<file path="src/rtl/add16u_err_monitor.sv">
// Error-characterisation monitor for unsigned approximate adders: accumulates
// count, error count, sum/max of |exact - approx| over 2**N_LOG2 samples.
// Optional feature: define ERRMON_MSE_EN to add the sum-of-squared-error port.
module add16u_err_monitor #(
  parameter int W      = 16,
  parameter int N_LOG2 = 16
) (
  input  logic                  clk,
  input  logic                  rst_n,
  input  logic                  start,
  input  logic                  in_valid,
  output logic                  in_ready,
  input  logic [W-1:0]          a,
  input  logic [W-1:0]          b,
  input  logic [W:0]            o_approx,
  output logic                  busy,
  output logic                  done,
  output logic [N_LOG2:0]       sample_cnt,
  output logic [N_LOG2:0]       err_cnt,
  output logic [W+N_LOG2:0]     sum_abs_err,
  output logic [W:0]            max_err
`ifdef ERRMON_MSE_EN
  ,
  output logic [2*(W+1)+N_LOG2-1:0] sq_err_sum
`endif
);

  localparam int ACC_W = W + 1 + N_LOG2;
  localparam logic [N_LOG2:0] CNT_ONE  = (N_LOG2+1)'(1);
  localparam logic [N_LOG2:0] LAST_ACC = (N_LOG2+1)'((1 << N_LOG2) - 1);
  localparam logic [W:0]      E_ONE    = (W+1)'(1);

  typedef enum logic [1:0] {
    ST_IDLE,
    ST_RUN,
    ST_DRAIN,
    ST_DONE
  } state_t;

  state_t              r_state;
  logic                r_in_ready;
  logic                r_busy;
  logic                r_done;
  logic [N_LOG2:0]     r_acc_cnt;

  logic                r_s1_valid;
  logic [W-1:0]        r_s1_a;
  logic [W-1:0]        r_s1_b;
  logic [W:0]          r_s1_o;

  logic                r_s2_valid;
  logic [W:0]          r_s2_e;
  logic                r_s2_ne;

  logic [N_LOG2:0]     r_sample_cnt;
  logic [N_LOG2:0]     r_err_cnt;
  logic [ACC_W-1:0]    r_sum_abs_err;
  logic [W:0]          r_max_err;

  logic                w_accept;
  logic                w_start_go;
  logic                w_pipe_empty;
  logic [W:0]          w_exact;
  logic [W+1:0]        w_diff;
  logic [W:0]          w_e;

  assign w_accept     = in_valid & r_in_ready;
  assign w_start_go   = (r_state == ST_IDLE) & start;
  assign w_pipe_empty = ~r_s1_valid & ~r_s2_valid;

  // Control FSM; in_ready/busy/done are registered so none of them depends
  // combinationally on in_valid or start.
  always_ff @(posedge clk or negedge rst_n) begin
    if (!rst_n) begin
      r_state    <= ST_IDLE;
      r_in_ready <= 1'b0;
      r_busy     <= 1'b0;
      r_done     <= 1'b0;
      r_acc_cnt  <= '0;
    end else begin
      r_done <= 1'b0;
      case (r_state)
        ST_IDLE: begin
          if (start) begin
            r_state    <= ST_RUN;
            r_in_ready <= 1'b1;
            r_busy     <= 1'b1;
            r_acc_cnt  <= '0;
          end
        end
        ST_RUN: begin
          if (w_accept) begin
            r_acc_cnt <= r_acc_cnt + CNT_ONE;
            if (r_acc_cnt == LAST_ACC) begin
              r_state    <= ST_DRAIN;
              r_in_ready <= 1'b0;
            end
          end
        end
        ST_DRAIN: begin
          if (w_pipe_empty) begin
            r_state <= ST_DONE;
            r_busy  <= 1'b0;
            r_done  <= 1'b1;
          end
        end
        ST_DONE: begin
          r_state <= ST_IDLE;
        end
        default: begin
          r_state    <= ST_IDLE;
          r_in_ready <= 1'b0;
          r_busy     <= 1'b0;
        end
      endcase
    end
  end

  always_ff @(posedge clk or negedge rst_n) begin
    if (!rst_n) begin
      r_s1_valid <= 1'b0;
      r_s1_a     <= '0;
      r_s1_b     <= '0;
      r_s1_o     <= '0;
    end else begin
      r_s1_valid <= w_accept;
      if (w_accept) begin
        r_s1_a <= a;
        r_s1_b <= b;
        r_s1_o <= o_approx;
      end
    end
  end

  // |exact - approx| always fits W+1 bits: the negative branch is a plain
  // two's-complement negate of the low bits.
  assign w_exact = {1'b0, r_s1_a} + {1'b0, r_s1_b};
  assign w_diff  = {1'b0, w_exact} - {1'b0, r_s1_o};
  assign w_e     = w_diff[W+1] ? (~w_diff[W:0] + E_ONE) : w_diff[W:0];

  always_ff @(posedge clk or negedge rst_n) begin
    if (!rst_n) begin
      r_s2_valid <= 1'b0;
      r_s2_e     <= '0;
      r_s2_ne    <= 1'b0;
    end else begin
      r_s2_valid <= r_s1_valid;
      if (r_s1_valid) begin
        r_s2_e  <= w_e;
        r_s2_ne <= |w_e;
      end
    end
  end

  // Result registers clear only on an accepted start; the pipeline is always
  // empty in IDLE so the clear and an update never coincide.
  always_ff @(posedge clk or negedge rst_n) begin
    if (!rst_n) begin
      r_sample_cnt  <= '0;
      r_err_cnt     <= '0;
      r_sum_abs_err <= '0;
      r_max_err     <= '0;
    end else if (w_start_go) begin
      r_sample_cnt  <= '0;
      r_err_cnt     <= '0;
      r_sum_abs_err <= '0;
      r_max_err     <= '0;
    end else if (r_s2_valid) begin
      r_sample_cnt  <= r_sample_cnt + CNT_ONE;
      r_err_cnt     <= r_err_cnt + {{N_LOG2{1'b0}}, r_s2_ne};
      r_sum_abs_err <= r_sum_abs_err + {{N_LOG2{1'b0}}, r_s2_e};
      if (r_s2_e > r_max_err) begin
        r_max_err <= r_s2_e;
      end
    end
  end

`ifdef ERRMON_MSE_EN
  localparam int SQ_W  = 2 * (W + 1);
  localparam int SQS_W = SQ_W + N_LOG2;

  logic [SQ_W-1:0]  w_sq;
  logic [SQ_W-1:0]  r_s2_sq;
  logic [SQS_W-1:0] r_sq_err_sum;

  assign w_sq = SQ_W'(w_e) * SQ_W'(w_e);

  always_ff @(posedge clk or negedge rst_n) begin
    if (!rst_n) begin
      r_s2_sq      <= '0;
      r_sq_err_sum <= '0;
    end else begin
      if (r_s1_valid) begin
        r_s2_sq <= w_sq;
      end
      if (w_start_go) begin
        r_sq_err_sum <= '0;
      end else if (r_s2_valid) begin
        r_sq_err_sum <= r_sq_err_sum + {{N_LOG2{1'b0}}, r_s2_sq};
      end
    end
  end

  assign sq_err_sum = r_sq_err_sum;
`endif

  assign in_ready    = r_in_ready;
  assign busy        = r_busy;
  assign done        = r_done;
  assign sample_cnt  = r_sample_cnt;
  assign err_cnt     = r_err_cnt;
  assign sum_abs_err = r_sum_abs_err;
  assign max_err     = r_max_err;

endmodule

</file>
<file path="config.mk">
export PLATFORM = sky130hd
export DESIGN_NAME = add16u_err_monitor
export DESIGN_NICKNAME = d
export VERILOG_FILES = /design/src/rtl/add16u_err_monitor.sv
export SDC_FILE = /design/constraint.sdc
export NUM_CORES = 1
export LEC_CHECK = 0
export CORE_MARGIN = 2
export CORE_UTILIZATION = 35
export DETAILED_ROUTE_END_ITERATION = 12
export GPL_TIMING_DRIVEN = 0
export HOLD_SLACK_MARGIN = 0.06
export PLACE_DENSITY_LB_ADDON = 0.05
export SKIP_LAST_GASP = 1
export SYNTH_ARGS = -nofsm -noshare
export SYNTH_HDL_FRONTEND = slang
export SYNTH_SLANG_ARGS = --single-unit
</file>
<file path="constraint.sdc">
create_clock -name clk -period 9.75 [get_ports clk]
set_clock_uncertainty 0.15 [all_clocks]
set_input_delay 2.925 -clock clk [delete_from_list [all_inputs] [get_ports clk]]
set_output_delay 2.925 -clock clk [all_outputs]
set_load 0.02 [all_outputs]
</file>
## After elaboration in Yosys (flattened, before gate mapping)

Index checks and enable logic that the tools add are counted.

| operators by class | value |
|---|---|
| equal/unequal tests | 8 |
| magnitude comparators | 1 |
| add/sub/neg operators | 7 |
| muxes and demuxes | 26 |
| bitwise logic cells | 6 |
| reductions and logical operators | 11 |

Operators with widths:

| operator | number |
|---|---|
| $mux W17 | 10 |
| $mux W33 | 2 |
| $add A17 B1 Y17 const B | 3 |
| $pmux W17 S2 | 1 |
| $add A33 B17 Y33 | 1 |
| $sub A17 B17 Y18 | 1 |
| $add A16 B16 Y17 | 1 |
| $add A17 B1 Y17 | 1 |
| $eq A17 B16 Y1 const B | 1 |
| $gt A17 B17 Y1 | 1 |
| $not A17 Y17 | 1 |
| $reduce_or A17 Y1 | 1 |
| $mux W2 | 4 |
| $ne A2 B2 Y1 const B | 4 |
| $pmux W2 S4 | 1 |
| $reduce_and A4 Y1 | 2 |
| $reduce_bool A2 Y1 | 4 |
| $mux W1 | 6 |
| $reduce_and A3 Y1 | 2 |
| $eq A2 B2 Y1 const B | 2 |
| $pmux W1 S2 | 2 |
| $and A1 B1 Y1 | 3 |
| $eq A2 B1 Y1 const B | 1 |
| $logic_not A2 Y1 | 1 |
| 2 further kinds | 3 |

| storage, ports and cells | value |
|---|---|
| output and inout bits | 87 |
| input bits | 53 |
| bits in registers | 175 |

## Logic depth before layout (Yosys ltp)

| depth | value |
|---|---|
| word-level depth | 6 |
| gate-level depth with buffers | 17 |

## Worst setup path after synthesis

OpenSTA, ideal clock, no wires.

| timing path | value |
|---|---|
| path kind | input to register |
| start point | input port start |
| end point | register r_acc_cnt[13] |
| library setup time | 0.131 ns |
| path slack | 5.137 ns |
| arrival time | 4.333 ns |
| data required time | 9.469 ns |
| stages on the path | 9 |
| cells stage by stage | nand2b_1 > o21ai_0 > a21oi_1 > and4_1 > nor2b_1 > nor2b_1 > nand2_1 > xor2_1 > nor2_1 |

| on the way | value |
|---|---|
| word-level cells in the longest chain between the ends | 2 |

RTL lines:

| item | RTL line | RTL |
|---|---|---|
| start, declared | 10 | `input logic start,` |
| $ne A2 B2 Y1 (no source line) | -- |  |
| $reduce_and A3 Y1 (no source line) | -- |  |
| end signal, assigned | 93 | `r_acc_cnt <= r_acc_cnt + CNT_ONE;` |
| end, declared | 44 | `logic [N_LOG2:0] r_acc_cnt;` |

Every way passes these cells.
A chain may end at the register's enable or synchronous reset.

## Worst setup path in the final report

| timing path | value |
|---|---|
| start point | input port start |
| end point | register r_acc_cnt[15] |

Same word-level chain as after synthesis.

==> reports/qor.tcl <==
set qor(std_cell_rows) 63
set qor(crit_family) {simple AND/OR/NAND/NOR gates}
set qor(die_area_um2) 31240
set qor(post_drt_via_cell_ratio) 4.913
set qor(clock_pin_transition_on_the_worst_setup_and_hold_timing_paths_ns) 0.07
set qor(reg2reg_from) {r_s1_a[6]}
set qor(cts_inserted_buffers) 17
set qor(netlist.top_cell.by_area) {sky130_fd_sc_hd__dfrtp_1}
set qor(grt_antenna_before_repair) 0
set qor(crit_path_most_repeated_cell) {sky130_fd_sc_hd__nor2b_1}
set qor(vias) 8215
set qor(reg2reg_depth) 13
set qor(cts_setup_buffers) 0
set qor(netlist_area_um2) 10450
set qor(gr-usage-met1_pct) 25.14
set qor(worst-r2r-setup-slack_ns) 5.13
set qor(chipWidth_um) 176.8
set qor(met3_usage_pct) 2.491
set qor(remaining_global_route_overflow) 0
set qor(fp.dieH_um) 176.8
set qor(path_max_fanout) 6
set qor(synth_flop_cell) {sky130_fd_sc_hd__dfrtp_1}
set qor(syn_to_layout_area_delta_pct) 23.92
set qor(maxSlewHeadroom_pct) 37.97
set qor(synth-edff-count) 0
set qor(setup_viol) 0
set qor(yosysTopAreaCellShare_pct) 41.93
set qor(timing.setup.critical_path_class) {primary input to register}
set qor(timing.hold.worst_endpoint) {r_s1_o[0]}
set qor(globalRouteMet2Util_pct) 29.64
set qor(synth_nets) 1242
set qor(clock_path_buffers) 2
set qor(synth.avg_cell_area_um2) 9.418
set qor(hold_path_class) {register to register}
set qor(hpwl_um) 19570
set qor(cts-resized-gates) 0
set qor(netlist_top_cells_area) {sky130_fd_sc_hd__dfrtp_1 (42%), sky130_fd_sc_hd__ha_1 (7.5%), sky130_fd_sc_hd__nor2_1 (5.0%), sky130_fd_sc_hd__xor2_1 (4.1%), sky130_fd_sc_hd__xnor2_1 (3.9%)}
set qor(rsz0062_at_grt) {false}
set qor(cp-start-kind) {primary input}
set qor(cts-root-buf) {sky130_fd_sc_hd__clkbuf_16}
set qor(number_of_buffers_added_on_ports) 139
set qor(yosys_reg_bits) 175
set qor(final_net_count) 1401
set qor(timing.hold.worst_path_depth) 1
set qor(asyncSetResetFlopFracSynth_pct) 100.0
set qor(post_route_cells_drive_above_1_share_pct) 6.167
set qor(final_hold_viol_count) 0
set qor(critical_path_arrival_ns) 5.34
set qor(grt_start_max_net_pins) 115
set qor(drt.antenna.violating_nets) 0
set qor(start_util_pct) 35.43
set qor(io-pin-count) 140
set qor(slowest_delay_ns) 0.59
set qor(cp_capture_type) {register}
set qor(post-route-period-util_pct) 53.23
set qor(grt_pass1_wl_um) 44290
set qor(worst_hold_startpoint) {r_s1_o[0]}
set qor(run_status) {complete, no violations}
set qor(routed_wire_length_um) 26470
set qor(synthesized_instance_count) 1109
set qor(n_fill_cell) 2951
set qor(actual_transition_at_the_worst_max_transition_pin_ns) 0.9183
set qor(gr-usage-all-layers_pct) 18.02
set qor(cts_num_sinks) 175
set qor(cts_hold_repair.buffers) 0
set qor(required_ns) 9.90
set qor(regToRegEndpoint) {r_s2_e[7]}
set qor(globalRoute.busiestLayer) {met2}
set qor(core-area_um2) 29480
set qor(drt_pass1_iterations) 5
set qor(totalNegativeSetupSlack_ns) 0
set qor(path_buf_inv) 1
set qor(first_global_vias) 8360
set qor(post-route-drc-count) 0
set qor(ys_warn_count) 0
set qor(yosys.cell_types.count) 69
set qor(reported_max_cap_violation_count) 0
set qor(final-max-slew-violation-count) 0
set qor(crit_path_top_delay_cell) {sky130_fd_sc_hd__clkdlybuf4s50_1}
set qor(cts-htree-levels) 4
set qor(routed_wire_length_per_instance_um) 15.83
set qor(cell_by_cell_listing_of_the_critical_path) {clkdlybuf4s50_1, nand2b_1, o21ai_0, a21oi_1, and4_1, nor2b_1, nor2b_1, nand2_1, xor2_1, nor2_1}
set qor(period_minus_ws_final_ns) 5.190
set qor(gpl.final_weighted_congestion) 0.7770
set qor(detail_route.iter0.violations) 410
set qor(clk-insertion-delay-late_ns) 0.44
set qor(cts_tree) {yes}
set qor(achievable-frequency_mhz) 192.7
set qor(fraction_of_the_yosys_area_taken_by_sequential_cells_pct) 41.93
cells in the mapped netlist, drive strengths merged, types with 19 or more instances:
| master | number |
|---|---|
| nor2 | 140 |
| nand2 | 100 |
| a21oi | 63 |
| nand3 | 19 |
| dfrtp | 175 |
| mux2 | 22 |
| o21ai | 66 |
| xor2 | 51 |
| clkbuf | 26 |
| xnor2 | 47 |
| mux2i | 32 |
| ha | 63 |
| inv | 101 |
| nand4 | 21 |
sequential cells by signal, indices dropped and copies added, names as in the netlist, 2 cells and up:
register / flops
r_acc_cnt: 17
err_cnt: 17
r_state: 2
r_s1_b: 16
max_err: 17
sample_cnt: 17
sum_abs_err: 33
r_s2_e: 17
r_s1_a: 16
r_s1_o: 17
routing by layer:
metal,vias to the layer above,wire length [um]
met3,14,708
met1,4010,13150
met2,114,12380
met4,0,234
li1,4077,-
met5,-,0
worst register-to-register path, cell delays in order, from the launching register on:
cell                        delay [ns]
sky130_fd_sc_hd__dfrtp_1          0.32
sky130_fd_sc_hd__inv_1            0.06
sky130_fd_sc_hd__fa_1             0.54
sky130_fd_sc_hd__inv_1            0.05
sky130_fd_sc_hd__ha_1             0.38
sky130_fd_sc_hd__a2111oi_0        0.43
sky130_fd_sc_hd__o21ai_1          0.23
sky130_fd_sc_hd__a41oi_2          0.30
sky130_fd_sc_hd__a21oi_1          0.18
sky130_fd_sc_hd__a41oi_1          0.78
sky130_fd_sc_hd__clkbuf_1         0.43
sky130_fd_sc_hd__o21ai_0          0.20
sky130_fd_sc_hd__xnor2_1          0.17
sky130_fd_sc_hd__mux2_2           0.28
kinds of logic after synthesis:
group | after synthesis | share of synthesized area [%]
buffers and inverters | 135 | 4.923
AND/OR/NAND/NOR | 368 | 16.58
multiplexers | 54 | 5.438
adder cells (fa/ha/maj) | 80 | 10.81
AO/OA/AOI/OAI | 199 | 11.97
flip-flops | 175 | 41.93
XOR/XNOR | 98 | 8.361
area by class of cell:
cell class	count	area, um^2	area share (%)
Inverter	101	379.1	2.929
Buffer	34	135.1	1.044
Clock inverter	14	155.1	1.199
Timing Repair Buffer	140	1424	11.00
Antenna cell	1	2.502	0.01933
Multi-Input combinational cell	799	5552	42.89
Sequential cell	175	4379	33.83
Tap cell	390	488.0	3.770
Clock buffer	18	429.2	3.316
worst max path at each step:
stage,endpoint,startpoint,cells past startpoint,slack [ns]
after global routing,r_acc_cnt[15],start,10,4.36
after detailed placement,r_acc_cnt[15],start,10,4.12
after floorplan,r_acc_cnt[13],start,9,5.14
final,r_acc_cnt[15],start,10,4.56
after CTS,r_acc_cnt[15],start,10,4.56
after global placement,max_err[12],rst_n,1,-2.32
cell usage in the layout, fill, tap and decap left out, drive strengths merged, types with 4 or more instances in the layout:
cell             n
dfrtp          175
nor2           140
clkdlybuf4s50  138
inv            105
nand2          100
o21ai           66
ha              63
a21oi           63
xor2            51
xnor2           47
clkbuf          44
mux2i           32
mux2            22
nand4           21
nand3           19
and3            17
a21o            17
fa              17
nor3            14
nor2b           12
o21a            10
buf             10
and4             7
nand2b           6
a211oi           6
clkinv           6
nor3b            5
nor4             5
o211ai           5
or2              5
o31ai            5
or3              4
a2111oi          4
per-stage QoR:
stage                     instance area (um^2)  hold WS [ns]  std cells  util (%)  worst slack, ns
after CTS                                12940        0.3699       1671     43.90            4.559
after detailed placement                 12360        0.3544       1639     41.91            4.116
after floorplan                          10450        0.3007       1109         -            5.137
after global placement                   12320        0.3498       1638     41.80           -2.316
after global routing                     12940        0.3950       1671     43.90            4.364
final                                    12940        0.3609       1672     43.91            4.560
Power is left out: the tool's default activity adds up to more than one toggle a clock period on the data nets, which glitch-free logic cannot reach.
==> patch (same flow settings) <==
The 4 states of `state_t` get a one-hot encoding in 4 bits.
--- a/src/rtl/add16u_err_monitor.sv
+++ b/src/rtl/add16u_err_monitor.sv
@@ -30,11 +30,11 @@
   localparam logic [N_LOG2:0] LAST_ACC = (N_LOG2+1)'((1 << N_LOG2) - 1);
   localparam logic [W:0]      E_ONE    = (W+1)'(1);
 
-  typedef enum logic [1:0] {
-    ST_IDLE,
-    ST_RUN,
-    ST_DRAIN,
-    ST_DONE
+  typedef enum logic [3:0] {
+    ST_IDLE  = 4'b0001,
+    ST_RUN   = 4'b0010,
+    ST_DRAIN = 4'b0100,
+    ST_DONE  = 4'b1000
   } state_t;
 
   state_t              r_state;
Behaviour: same outputs for any inputs over 4 cycles, from zero or initial values and one cycle with rst_n low; so few cycles prove little.
==> patch against the original RTL <==
Critical path depth is 1 lower. Wire length shrank 1.3%. Cell area is 1.8% higher. Synthesized area up 1.9%. Fmax is 2.7% lower. Core utilization rose by 0.33 points. Worst setup slack worse by 150 ps. Hold slack worse by 17 ps. Count of clock-buffer cells in the layout shrank 1. Sequential cell count up 2. Die area increased by 1.9%. Register-to-register slack worse by 110 ps. Critical path type unchanged.
Power is left out: it rests on default switching activity, and per cell area and clock period it moved more than threefold.
==> patch: results (changes against the original RTL) <==
Setup path
  – Longest individual stage delay on the worst path: 640 ps (was 590 ps)
  – Library cell contributing the largest single delay on the critical path: sky130_fd_sc_hd__nor3_2 (was sky130_fd_sc_hd__clkdlybuf4s50_1)
  – Kind of cell with the highest combined delay on the critical path: simple AND/OR/NAND/NOR gates (unchanged)
  – Data arrival time of the critical path: 5490 ps (was 5340 ps)
  – Worst-path fanout max: 9 (was 6)

Place
  – DPL Wire Length: 19.9 mm (was 19.6 mm)
  – Count of input and output buffers: 139 (unchanged)
  – RePlAce Congestion: 0.810 (was 0.777)
  – Cell count after placement: 1657 (was 1639)

Clock network
  – Clk buf depth: 2 (unchanged)
  – Cts bufs inserted: 17 (unchanged)
  – Clock tree root buffer cell: sky130_fd_sc_hd__clkbuf_16 (unchanged)
  – # resized after CTS: 0 (unchanged)
  – Number of levels the H-tree was split into: 4 (unchanged)
  – Clock latency on the worst-skew pair: 430 ps
  – Post-CTS Setup Bufs: 0 (unchanged)
  – Register clock-pin slew on the reported worst setup and hold paths: 80 ps

Final layout
  – Count of nets after finishing: 1415 (was 1401)
  – Fillers: 2970 (was 2951)
  – Diodes inserted: 0 (was 1)
  – Max FFs per register: 33 (unchanged)
  – Fraction of layout instances using a drive strength above 1: 6.93% (was 6.17%)

Synth
  – Top cells by instance count after synthesis: sky130_fd_sc_hd__dfrtp_1, sky130_fd_sc_hd__nor2_1, sky130_fd_sc_hd__inv_1 (unchanged)
  – Proportion of synthesized flip-flops having asynchronous set or reset: 100% (unchanged)
  – Yosys warnings: 0 (unchanged)
  – Count of mapped cells out of synthesis: 1127 (was 1109)
  – Number of distinct standard cells referenced by the synthesized netlist: 81 (was 69)
  – Cell types with the largest area share after synthesis: sky130_fd_sc_hd__dfrtp_1, sky130_fd_sc_hd__ha_1, sky130_fd_sc_hd__nor2_1, sky130_fd_sc_hd__xor2_1, sky130_fd_sc_hd__inv_1 (was sky130_fd_sc_hd__dfrtp_1, sky130_fd_sc_hd__ha_1, sky130_fd_sc_hd__nor2_1, sky130_fd_sc_hd__xor2_1, sky130_fd_sc_hd__xnor2_1)
  – Synthesized netlist net count: 1256 (was 1242)
  – Sequential area share after synthesis: 41.6% (was 41.9%)

Routing
  – First-pass detailed-route iteration total: 4 (was 5)
  – Final routed wire length divided by cell count: 15.5 um (was 15.8 um)
  – Initial DRC Count: 318 (was 410)
  – Ratio of routed vias to standard cells: 4.90 (was 4.91)
  – Vias post-DR: 8275 (was 8215)

GRT
  – All-layer global routing usage: 17.1% (was 18.0%)
  – First-pass GRT wire length: 42.9 mm (was 44.3 mm)
  – Vias in the first global route: 8361 (was 8360)
  – Maximum number of pins on one net before global-route repair: 98 (was 115)

Hold path
  – Path class of the lowest-slack min-delay path: flip-flop to flip-flop (unchanged)

STA
  – Headroom to the max-slew limit: 32.6% (was 38.0%)

Run status
  – Run status: complete, no violations (unchanged)
## patch: kinds of logic after synthesis
kind of cell             synth area share (%)
adder cells (fa/ha/maj)                  10.1
AO/OA/AOI/OAI                            13.3
flip-flops                               41.6
multiplexers                             5.54
XOR/XNOR                                 7.89
AND/OR/NAND/NOR                          16.6
buffers and inverters                    4.94
## patch: path summary, 6_finish.rpt
check                                   to           from  depth (start not counted)  slack (ps)
setup / recovery           sum_abs_err[19]          start                          9        4410
hold / removal               r_acc_cnt[16]  r_acc_cnt[16]                          2         340
setup reg to reg                   r_s2_ne      r_s1_a[1]                         15        5020
hold reg to reg              r_acc_cnt[16]  r_acc_cnt[16]                          2         340
max in group asynchronous        r_s1_a[0]          rst_n                          2        6180
min in group asynchronous  sum_abs_err[23]          rst_n                          1        2380
## patch: area by class of cell
class | instances | share of cell area, %
multi-input cells | 813 | 43.2
plain buffers | 36 | 1.11
flip-flops and latches | 177 | 33.6
repair buffers | 140 | 10.8
well taps | 390 | 3.70
clock inverters | 15 | 1.47
clock buffers | 17 | 3.23
inverters | 101 | 2.88
## patch: stage by stage
stage	area [um2]	utilization [%]	setup WS [ps]	hold WS, ps	setup TNS, ps
floorplan	10600	-	5030	290	0
global placement	12500	42.0	-2350	311	-408500
detailed placement	12600	42.2	3900	331	0
CTS	13200	44.2	4360	349	0
global route	13200	44.2	4200	386	0
finish	13200	44.2	4410	344	0
## patch: worst min-delay path: cells and delay by family, from the launching register on
kind             cells  cell delay (ps)
AO/OA/AOI/OAI        1               60
flip-flops           1              350
AND/OR/NAND/NOR      1               50
## patch: per-layer routing
metal | GRT usage (%) | vias up | part of all wire [%]
li1 | - | 4164 | -
met1 | 22.2 | 3937 | 46
met2 | 29.8 | 148 | 49
met3 | 2.15 | 26 | 3.1
met4 | 4.67 | 0 | 1.3
met5 | 0 | - | 0
